## src/rtl/irq_ctrl_pkg.sv

```systemverilog
// Shared definitions for irq_ctrl: register map, source limit and priority encoder.
package irq_ctrl_pkg;

    localparam int MAX_SRC = 32;

    localparam logic [3:0] REG_PENDING  = 4'd0;
    localparam logic [3:0] REG_ENABLE   = 4'd1;
    localparam logic [3:0] REG_MODE     = 4'd2;
    localparam logic [3:0] REG_CLAIM    = 4'd3;
    localparam logic [3:0] REG_RAW      = 4'd4;
    localparam logic [3:0] REG_POLARITY = 4'd5;

    // Lowest set index wins; result is index+1 so that 0 means "nothing active".
    function automatic logic [5:0] prio_enc(input logic [MAX_SRC-1:0] vec);
        logic [5:0] id;
        id = '0;
        for (int i = MAX_SRC - 1; i >= 0; i--) begin
            if (vec[i]) id = 6'(i + 1);
        end
        return id;
    endfunction

endpackage

```

## src/rtl/irq_sync.sv

```systemverilog
// One-bit multi-flop synchroniser for an asynchronous interrupt request.
module irq_sync #(
    parameter int STAGES = 2
) (
    input  logic clk,
    input  logic rst_n,
    input  logic d,
    output logic q
);

    logic [STAGES-1:0] ff;

    always_ff @(posedge clk or negedge rst_n) begin
        if (!rst_n) ff <= '0;
        else        ff <= {ff[STAGES-2:0], d};
    end

    assign q = ff[STAGES-1];

endmodule

```

## src/rtl/irq_ctrl.sv

```systemverilog
// N_SRC-line maskable interrupt controller feeding cp0, with a word-addressed IO register window.
// Optional per-source input inversion register enabled by `define IRQ_CTRL_POLARITY_EN.
module irq_ctrl
    import irq_ctrl_pkg::*;
#(
    parameter int N_SRC       = 8,
    parameter int SYNC_STAGES = 2
) (
    input  logic             CLK,
    input  logic             RESET_N,
    input  logic [N_SRC-1:0] IRQ_IN,
    input  logic [3:0]       A,
    input  logic [31:0]      WD,
    input  logic             WE,
    input  logic             RE,
    output logic [31:0]      RD,
    output logic             INTERRUPT,
    output logic [5:0]       IRQ_ID
);

    // Registers are held 32 bits wide; bits at or above N_SRC are forced to zero by SRC_MASK.
    localparam logic [31:0] SRC_MASK = 32'hFFFF_FFFF >> (MAX_SRC - N_SRC);

    logic [N_SRC-1:0] sync_q;
    logic [31:0]      sig;
    logic [31:0]      prev;
    logic [31:0]      rise;
    logic [31:0]      pending;
    logic [31:0]      pending_nxt;
    logic [31:0]      enable;
    logic [31:0]      mode;
    logic [31:0]      active;
    logic [31:0]      wd_src;
    logic [31:0]      w1c_vec;
    logic [31:0]      claim_vec;
    logic [31:0]      mode_chg;
    logic [31:0]      rd_val;
    logic             wr_pend;
    logic             wr_en;
    logic             wr_mode;
    logic             claim_rd;

    for (genvar g = 0; g < N_SRC; g++) begin : g_sync
        irq_sync #(
            .STAGES(SYNC_STAGES)
        ) u_sync (
            .clk  (CLK),
            .rst_n(RESET_N),
            .d    (IRQ_IN[g]),
            .q    (sync_q[g])
        );
    end

`ifdef IRQ_CTRL_POLARITY_EN
    logic [31:0] polarity;
    logic        wr_pol;

    assign wr_pol = WE && (A == REG_POLARITY);
    assign sig    = 32'(sync_q) ^ polarity;

    always_ff @(posedge CLK or negedge RESET_N) begin
        if (!RESET_N)    polarity <= '0;
        else if (wr_pol) polarity <= wd_src;
    end
`else
    assign sig = 32'(sync_q);
`endif

    // WE and RE are single-cycle strobes sampled at the rising edge; no handshake or backpressure,
    // every strobe is accepted in the cycle it is presented and RD answers on the following cycle.
    assign wd_src   = WD & SRC_MASK;
    assign wr_pend  = WE && (A == REG_PENDING);
    assign wr_en    = WE && (A == REG_ENABLE);
    assign wr_mode  = WE && (A == REG_MODE);
    assign claim_rd = RE && (A == REG_CLAIM);

    assign rise     = sig & ~prev;
    assign active   = pending & enable;
    assign w1c_vec  = wr_pend ? wd_src : '0;
    assign mode_chg = wr_mode ? (wd_src ^ mode) : '0;

    always_comb begin
        claim_vec = '0;
        for (int i = 0; i < N_SRC; i++) begin
            claim_vec[i] = claim_rd && (IRQ_ID == 6'(i + 1));
        end
    end

    // Edge bits: a new rise beats a same-cycle clear. Level bits track the input.
    always_comb begin
        pending_nxt = '0;
        for (int i = 0; i < N_SRC; i++) begin
            if (mode_chg[i])
                pending_nxt[i] = 1'b0;
            else if (mode[i])
                pending_nxt[i] = (pending[i] & ~(w1c_vec[i] | claim_vec[i])) | rise[i];
            else
                pending_nxt[i] = sig[i];
        end
    end

    always_comb begin
        rd_val = '0;
        case (A)
            REG_PENDING:  rd_val = pending;
            REG_ENABLE:   rd_val = enable;
            REG_MODE:     rd_val = mode;
            REG_CLAIM:    rd_val = {26'b0, IRQ_ID};
            REG_RAW:      rd_val = sig;
`ifdef IRQ_CTRL_POLARITY_EN
            REG_POLARITY: rd_val = polarity;
`endif
            default:      rd_val = '0;
        endcase
    end

    always_ff @(posedge CLK or negedge RESET_N) begin
        if (!RESET_N) begin
            prev      <= '0;
            pending   <= '0;
            enable    <= '0;
            mode      <= '0;
            RD        <= '0;
            INTERRUPT <= 1'b0;
            IRQ_ID    <= '0;
        end else begin
            prev      <= sig;
            pending   <= pending_nxt;
            if (wr_en)   enable <= wd_src;
            if (wr_mode) mode   <= wd_src;
            if (RE)      RD     <= rd_val;
            INTERRUPT <= |active;
            IRQ_ID    <= prio_enc(active);
        end
    end

endmodule

```

## config.mk

```make
export PLATFORM = sky130hd
export DESIGN_NAME = irq_ctrl
export DESIGN_NICKNAME = d
export VERILOG_FILES = /design/src/rtl/irq_ctrl_pkg.sv /design/src/rtl/irq_sync.sv /design/src/rtl/irq_ctrl.sv
export SDC_FILE = /design/constraint.sdc
export NUM_CORES = 1
export LEC_CHECK = 0
export CAP_MARGIN = 20
export CELL_PAD_IN_SITES_DETAIL_PLACEMENT = 1
export CELL_PAD_IN_SITES_GLOBAL_PLACEMENT = 1
export CORE_MARGIN = 8
export CORE_UTILIZATION = 39
export CTS_CLUSTER_SIZE = 14
export DETAILED_ROUTE_END_ITERATION = 10
export HOLD_SLACK_MARGIN = 0.02
export PLACE_DENSITY = 0.86
export SYNTH_ARGS = -nofsm -noshare
export SYNTH_HDL_FRONTEND = slang
export SYNTH_SLANG_ARGS = --single-unit
```

## constraint.sdc

```tcl
create_clock -name CLK -period 3.2 [get_ports CLK]
set_input_delay 0.48 -clock CLK [delete_from_list [all_inputs] [get_ports CLK]]
set_output_delay 0.48 -clock CLK [all_outputs]
set_load 0.01 [all_outputs]
```

Yosys cells after proc, flatten, opt, wreduce, memory -nomap -nowiden
Index checks and enable logic that the tools add are counted.
- bitwise operators: 36
- reduce and logical (&&, ||, !) cells: 14
- equality and inequality tests: 12
- multiplexer cells: 51
- operators with widths (cell ; number):
    2-to-1 mux 6 bit ; 32
    case mux 8 bit (5 select lines) ; 1
    OR reduction 32 bit ; 1
    equality test 6 x 3 -> 1 bit (second input constant) ; 4
    bitwise AND 8 bit ; 2
    2-to-1 mux 1 bit ; 16
    2-to-1 mux 8 bit ; 2
    OR 1 bit ; 16
    equality test 6 x 2 -> 1 bit (second input constant) ; 2
    logical AND 1 bit ; 12
    bitwise AND 1 bit ; 8
    equality test 4 x 2 -> 1 bit (second input constant) ; 2
    inverter 1 bit ; 8
    inverter 8 bit ; 1
    bitwise XOR 8 bit ; 1
    equality test 6 x 1 -> 1 bit (second input constant) ; 1
    equality test 6 x 4 -> 1 bit (second input constant) ; 1
    equality test 4 x 1 -> 1 bit (second input constant) ; 1
    equality test 4 x 3 -> 1 bit (second input constant) ; 1
    logical NOT 4 bit ; 1
- register bits after elaboration: 87
- logic and storage cells: 128
- bits of input ports: 48

Depth between registers and ports, before layout
- depth after elaboration: 32
- mapped depth: 7
- mapped depth without buffers: 4

Cells and area by module
Synthesis repeated with hierarchy kept, for this count alone.
- cell total of the unflattened synthesis: 243
- area total of the unflattened synthesis: 2850.2 um^2
- by module, submodules not included (module ; sequential area each (um^2) ; area each (um^2) ; instances ; cells each):
    irq_ctrl ; 1126.1 ; 2449.8 ; 1 ; 227
    irq_sync ; 50.0 ; 50.0 ; 8 ; 2

Worst setup path after synthesis
OpenSTA, ideal clock, no wires.
- path kind: input -> register
- from: input port A[0]
- to: register RD[2]
- path buffers: 1
- arrival: 1465 ps
- setup slack: 1609 ps
- cell stages on the path: 5
- setup time: 126 ps
- required time: 3074 ps
- cell sequence: buf_2 > mux2_1 > a22oi_1 > a21oi_1 > a311o_1
- word-level cells in the longest chain between the ends: 2
- elaborated cells on any way between the ends: 6
- those cells by class: eq/ne (4); mux (1); reduce/logical (1)
- RTL lines (what ; RTL line ; source):
    start, declared ; irq_ctrl.sv:12 ; input logic [3:0] A,
    equality test 4 x 3 -> 1 bit (tied with other cells) ; irq_ctrl.sv:104 ; case (A)
    case mux 8 bit (5 select lines) (*) ; irq_ctrl.sv:104 ;
    end signal, assigned ; irq_ctrl.sv:131 ; if (RE) RD <= rd_val;
    end, declared ; irq_ctrl.sv:16 ; output logic [31:0] RD,
Every way passes the cells marked *; elsewhere a longest branch is shown, timed or not.
A chain may end at the register's enable or synchronous reset.

Worst setup path after layout
- from: input port A[1]
- to: register RD[7]
The elaborated chain is that of the path after synthesis.

==> flow_metrics.py <==
metrics = {
    "worst_setup_path": {
        "critPathBufInv": 1,
        "rr_endpoint": "pending[7]",
        "reg2reg_from": "IRQ_ID[0]",
        "reg2reg_depth": 4,
        "cpMaxStageDelayCell": "clkdlybuf4s50_1",
        "slowest_delay_ns": 0.68,
        "crit_arrival_ns": 2.48,
        "crit_fanout": 10,
        "cp.required_ns": 3.46,
        "critPathKind": "input pin to register",
        "r2r_setup_slack_ns": 1.69,
        "cp_cell_sequence": "clkdlybuf4s50_1, nor3_2, and2_1, a22oi_1, a21oi_1",
        "crit_family": "simple AND/OR/NAND/NOR gates",
        "end_kind": "register",
        "cp-start-kind": "input pin",
    },
    "synth": {
        "syn_inst": 277,
        "synth_most_common_cell": "dfrtp_1",
        "ys_ff_latch": 61,
        "synth_ff_type": "dfrtp_1",
        "async_reset_ff_frac": 1.000,
        "synth.cell_area_mm2": 0.002938,
        "avgSynthCellArea_um2": 10.61,
        "synth_edf_count": 0,
        "synth_top_area_frac": 0.5196,
        "ys_top_cells_by_count": "61 x dfrtp_1, 31 x nand2_1, 29 x buf_4",
        "seq_area_frac_synth": 0.5196,
        "synth_area_leaders": "dfrtp_1 52%, buf_4 7.4%, nand2_1 4.0%",
        "ys_types": 50,
        "synth_area_leader_cell": "dfrtp_1",
        "ys_warn_count": 0,
    },
    "sta": {
        "fin_crit_ns": 2.211,
        "maxSlewViolCount": 0,
        "final.period_utilization": 0.6908,
        "fin_skew_ns": 0.008087,
        "worstMarginPinSlew_ns": 0.6399,
        "max_freq_mhz": 452.3,
        "final.setup.tns_ns": 0,
        "rsz0062_at_grt": "false",
        "setup_viol": 0,
        "worst_slew_margin_rel": 0.5719,
        "final_hold_viol_count": 0,
    },
    "clocking": {
        "root_buffer": "clkbuf_8",
        "hold_buffers": 0,
        "cts_buffers": 9,
        "clock_latency_ns": 0.34,
        "cts_setup_buffers": 0,
        "cts.sinks": 61,
        "cts_buffer_depth": 2,
        "cts_tree": "yes",
        "clk_pin_slew_ns": 0.07,
        "ctsResizeCount": 0,
        "cts.htree.levels": 3,
    },
    "drt": {
        "vias_per_cell": 5.354,
        "wl_um": 8182,
        "ant_nets": 0,
        "vias": 2254,
        "drt-wirelength-per-cell_um": 19.43,
        "drt_iter0_drc": 149,
        "drc": 0,
        "drt_pass1_iterations": 4,
    },
    "finish": {
        "layout-drive-gt1-share": 0.1056,
        "final.fill_count": 837,
        "nets": 366,
        "antenna_cells": 0,
        "synthToLayoutAreaGrowth_pct": 20.57,
    },
    "floorplanning": {
        "placementRows": 31,
        "pin_count": 87,
        "die_w_um": 102.8,
        "core_mm2": 0.007292,
        "fp.dieH_um": 102.8,
        "dieArea_mm2": 0.01057,
        "start_util": 0.4029,
    },
    "global_routing": {
        "grt_antenna_before_repair": 0,
        "grt_overflow_total": 0,
        "grt_pass1_vias": 2492,
        "grtUsageTotal": 0.1659,
        "grt_pass1_wl_um": 12930,
        "grt_max_degree": 28,
    },
    "pwr": {
        "cellPowerDensity_mw_per_mm2": 653.5,
        "ir_drop_uv": 272.8,
        "leakagePower_nw": 1.555,
        "finalPower_w": 0.002315,
    },
    "outcome": {
        "status": "finished, final reports clean",
    },
    "flow_run": {
        "cap_violations": 0,
    },
    "placement": {
        "place_hpwl_um": 5849,
        "gp_congestion": 0.8285,
        "portBuffers": 36,
    },
    "min_path": {
        "hold_path_class": "input pin to asynchronous set/reset pin",
    },
}
[per-stage QoR]
stage | hold slack (ns) | setup WS [ns] | cell area [um2] | cells | util
5_1_grt | 0.1052 | 0.8767 | 3542 | 421 | 0.4858
4_1_cts | 0.07493 | 1.012 | 3542 | 421 | 0.4858
2_1_floorplan | 0.1844 | 1.609 | 3032 | 302 | -
3_3_place_gp | 0.3323 | 0.7391 | 3296 | 406 | 0.4520
3_5_place_dp | 0.3363 | 0.6355 | 3296 | 406 | 0.4520
6_report | 0.07118 | 0.9893 | 3542 | 421 | 0.4858
[where the power goes]
part | switching [W] | internal, W | total (W)
registers | 0.000126 | 0.000886 | 0.00101
logic | 0.000234 | 0.000218 | 0.000452
clock network | 0.000297 | 0.000554 | 0.000851
[area by class of cell]
class	count	area, um2	share of cell area
flip-flops and latches	61	1526	0.4309
inverters	12	45.04	0.01272
repair buffers	43	407.9	0.1152
well taps	99	123.9	0.03497
multi-input cells	191	1192	0.3366
clock buffers	11	151.4	0.04274
clock inverters	4	95.09	0.02685
[layer usage]
metal | GRT usage | wire (um)
met1 | 0.1840 | 3433
met2 | 0.2787 | 4048
met3 | 0.05267 | 513
met4 | 0.08899 | 186
met5 | 0 | 0
[cell families after synthesis]
logic type | after synthesis | share of synthesized area
buf+inv | 50 | 0.1065
simple gates | 84 | 0.1584
xor+xnor | 3 | 0.008945
compound gates | 65 | 0.1537
flops | 61 | 0.5196
other cells | 1 | 0.001276
mux | 13 | 0.05153
[layout by cell type, fill, tap and decap left out, drive strengths merged, types with 4 or more instances in the layout]
cell type / Yosys / final
a21oi: 10 / 10
a22oi: 9 / 9
a31oi: 10 / 10
buf: 37 / 8
clkbuf: 1 / 11
clkdlybuf4s50: 0 / 35
conb: 1 / 26
dfrtp: 61 / 61
inv: 12 / 12
mux2: 7 / 7
mux2i: 5 / 5
nand2: 31 / 31
nand3: 13 / 13
nand3b: 7 / 7
nor2: 10 / 10
nor2b: 5 / 5
o21ai: 15 / 15
o2bb2ai: 4 / 4
[worst max-delay path by stage]
stage	slack (ns)	depth (start not counted)	startpoint	endpoint
6_report	0.99	5	A[1]	RD[7]
5_1_grt	0.88	5	A[1]	RD[5]
4_1_cts	1.01	5	A[1]	RD[7]
3_5_place_dp	0.64	6	A[1]	pending[6]
3_3_place_gp	0.74	5	A[1]	RD[7]
2_1_floorplan	1.61	5	A[0]	RD[2]
[sequential cells by signal, indices dropped and copies added, names as in the netlist]
register / count
INTERRUPT: 1
IRQ_ID: 4
RD: 8
enable: 8
g_sync.u_sync.ff: 16
mode: 8
pending: 8
prev: 8
Power figures use the tool's default switching activity.
==> edit (config.mk and constraints unchanged) <==
Take the reset off `pending` and load it in a clocked block of its own.
--- a/src/rtl/irq_ctrl.sv
+++ b/src/rtl/irq_ctrl.sv
@@ -117,7 +117,6 @@
     always_ff @(posedge CLK or negedge RESET_N) begin
         if (!RESET_N) begin
             prev      <= '0;
-            pending   <= '0;
             enable    <= '0;
             mode      <= '0;
             RD        <= '0;
@@ -125,7 +124,6 @@
             IRQ_ID    <= '0;
         end else begin
             prev      <= sig;
-            pending   <= pending_nxt;
             if (wr_en)   enable <= wd_src;
             if (wr_mode) mode   <= wd_src;
             if (RE)      RD     <= rd_val;
@@ -134,5 +132,9 @@
         end
     end
 
+    always_ff @(posedge CLK) begin
+        pending <= pending_nxt;
+    end
+
 endmodule
 
Function: same outputs for any inputs over 4 cycles, from zero or initial values and one cycle with RESET_N low; that may be too few to reach the edited logic, so the function may still have changed.
==> edit against the unedited design <==
  * Clock skew decreased by 0.0010 ns
  * Setup slack got worse by 0.045 ns
  * Cell area is 3.2% lower
  * Combinational power decreased by 9.1%
  * Synthesized area fell by 2.1%
  * Routed wire length fell by 9.0%
  * Count of clock-buffer cells in the layout up 1
  * Total power shrank 9.1%
  * Sequential cell count stayed put
  * Final cell count shrank 7.6%
==> edit: results (changes against the unedited design) <==
| Metric | Value |
|---|---|
| Status | complete, no violations |
| Worst Path Arrival | 2.46 ns (-0.02 ns) |
| DPL Wire Length | 5209 um (-11%) |
| Gr usage total | 15.35% (-1.2 points) |
| Vias/cell | 5.450 (+1.8%) |
| Setup crit end | pending[6] |
| P_leak | 1.421 nW (-8.6%) |
| Clock power share | 32.4% (-4.4 points) |
| Wirelength per Cell | 19.13 um (-1.6%) |
| Post-layout net count | 333 (-9.0%) |
| Synth area leaders | dfrtp_1, buf_4, mux2_2 |
| Share of layout cells above drive strength 1 | 17.93% (+7.4 points) |
| FILL cells | 802 (-4.2%) |
| Non-Filler Instances | 389 (-7.6%) |
| M2 GR Usage | 23.34% (-4.5 points) |
| Slew @ Worst Pin | 0.6161 ns (-0.02379 ns) |
| Reg-to-reg endpoint | RD[0] |
| Met1 Track Usage GR | 18.81% (+0.41 points) |
| Setup WS post-layout | 0.9442 ns (-0.04508 ns) |
| Synth Instances | 243 (-12%) |
| Clk_skew | 0.007066 ns (-0.001021 ns) |
| DP Area | 3237 um2 (-1.8%) |
| First-pass GRT wire length | 11970 um (-7.4%) |
| Synth top cells by count | dfrtp_1, buf_4, mux2_2, nand2_1, o22ai_1 |
| Met3 Use GR | 5.518% (+0.25 points) |
| Die Wd | 101.9 um (-0.89%) |
| Post-synth ARST share | 86.89% (-13 points) |
| Sequential share of the synthesized area | 51.67% (-0.28 points) |
[edit: cell count changes after synthesis, moves of 9 or more]
cell / change
nand2_1: -15
o21ai_1: -13
mux2_2: +16
nand3_1: -11
a31oi_1: -9
o22ai_1: +14
[edit: critical path: stages]
cell and delay [ns]:
clkdlybuf4s50_1 0.65, nor4b_4 0.26, nand2_2 0.45, o22ai_1 0.15
a2111oi_0 0.46
[edit: area by class of cell]
class                   count  share of cell area (%)
clock inverters             4                   1.386
well taps                  99                   3.612
flip-flops and latches     61                   43.34
repair buffers             42                   11.67
inverters                  10                   1.094
multi-input cells         161                   34.66
clock buffers              12                   4.232
[edit: logic make-up after synthesis]
logic type,Yosys count
other,1
buffers and inverters,46
xor gates and xnor gates,1
muxes,24
and+or+nand+nor,53
DFF,61
AOI/OAI and AO/OA,57
[edit: metal layers]
metal	share of wire, %	vias to the layer above
met1	44	1076
met5	0	-
met3	6.4	14
met2	48	72
met4	1.8	0
li1	-	958
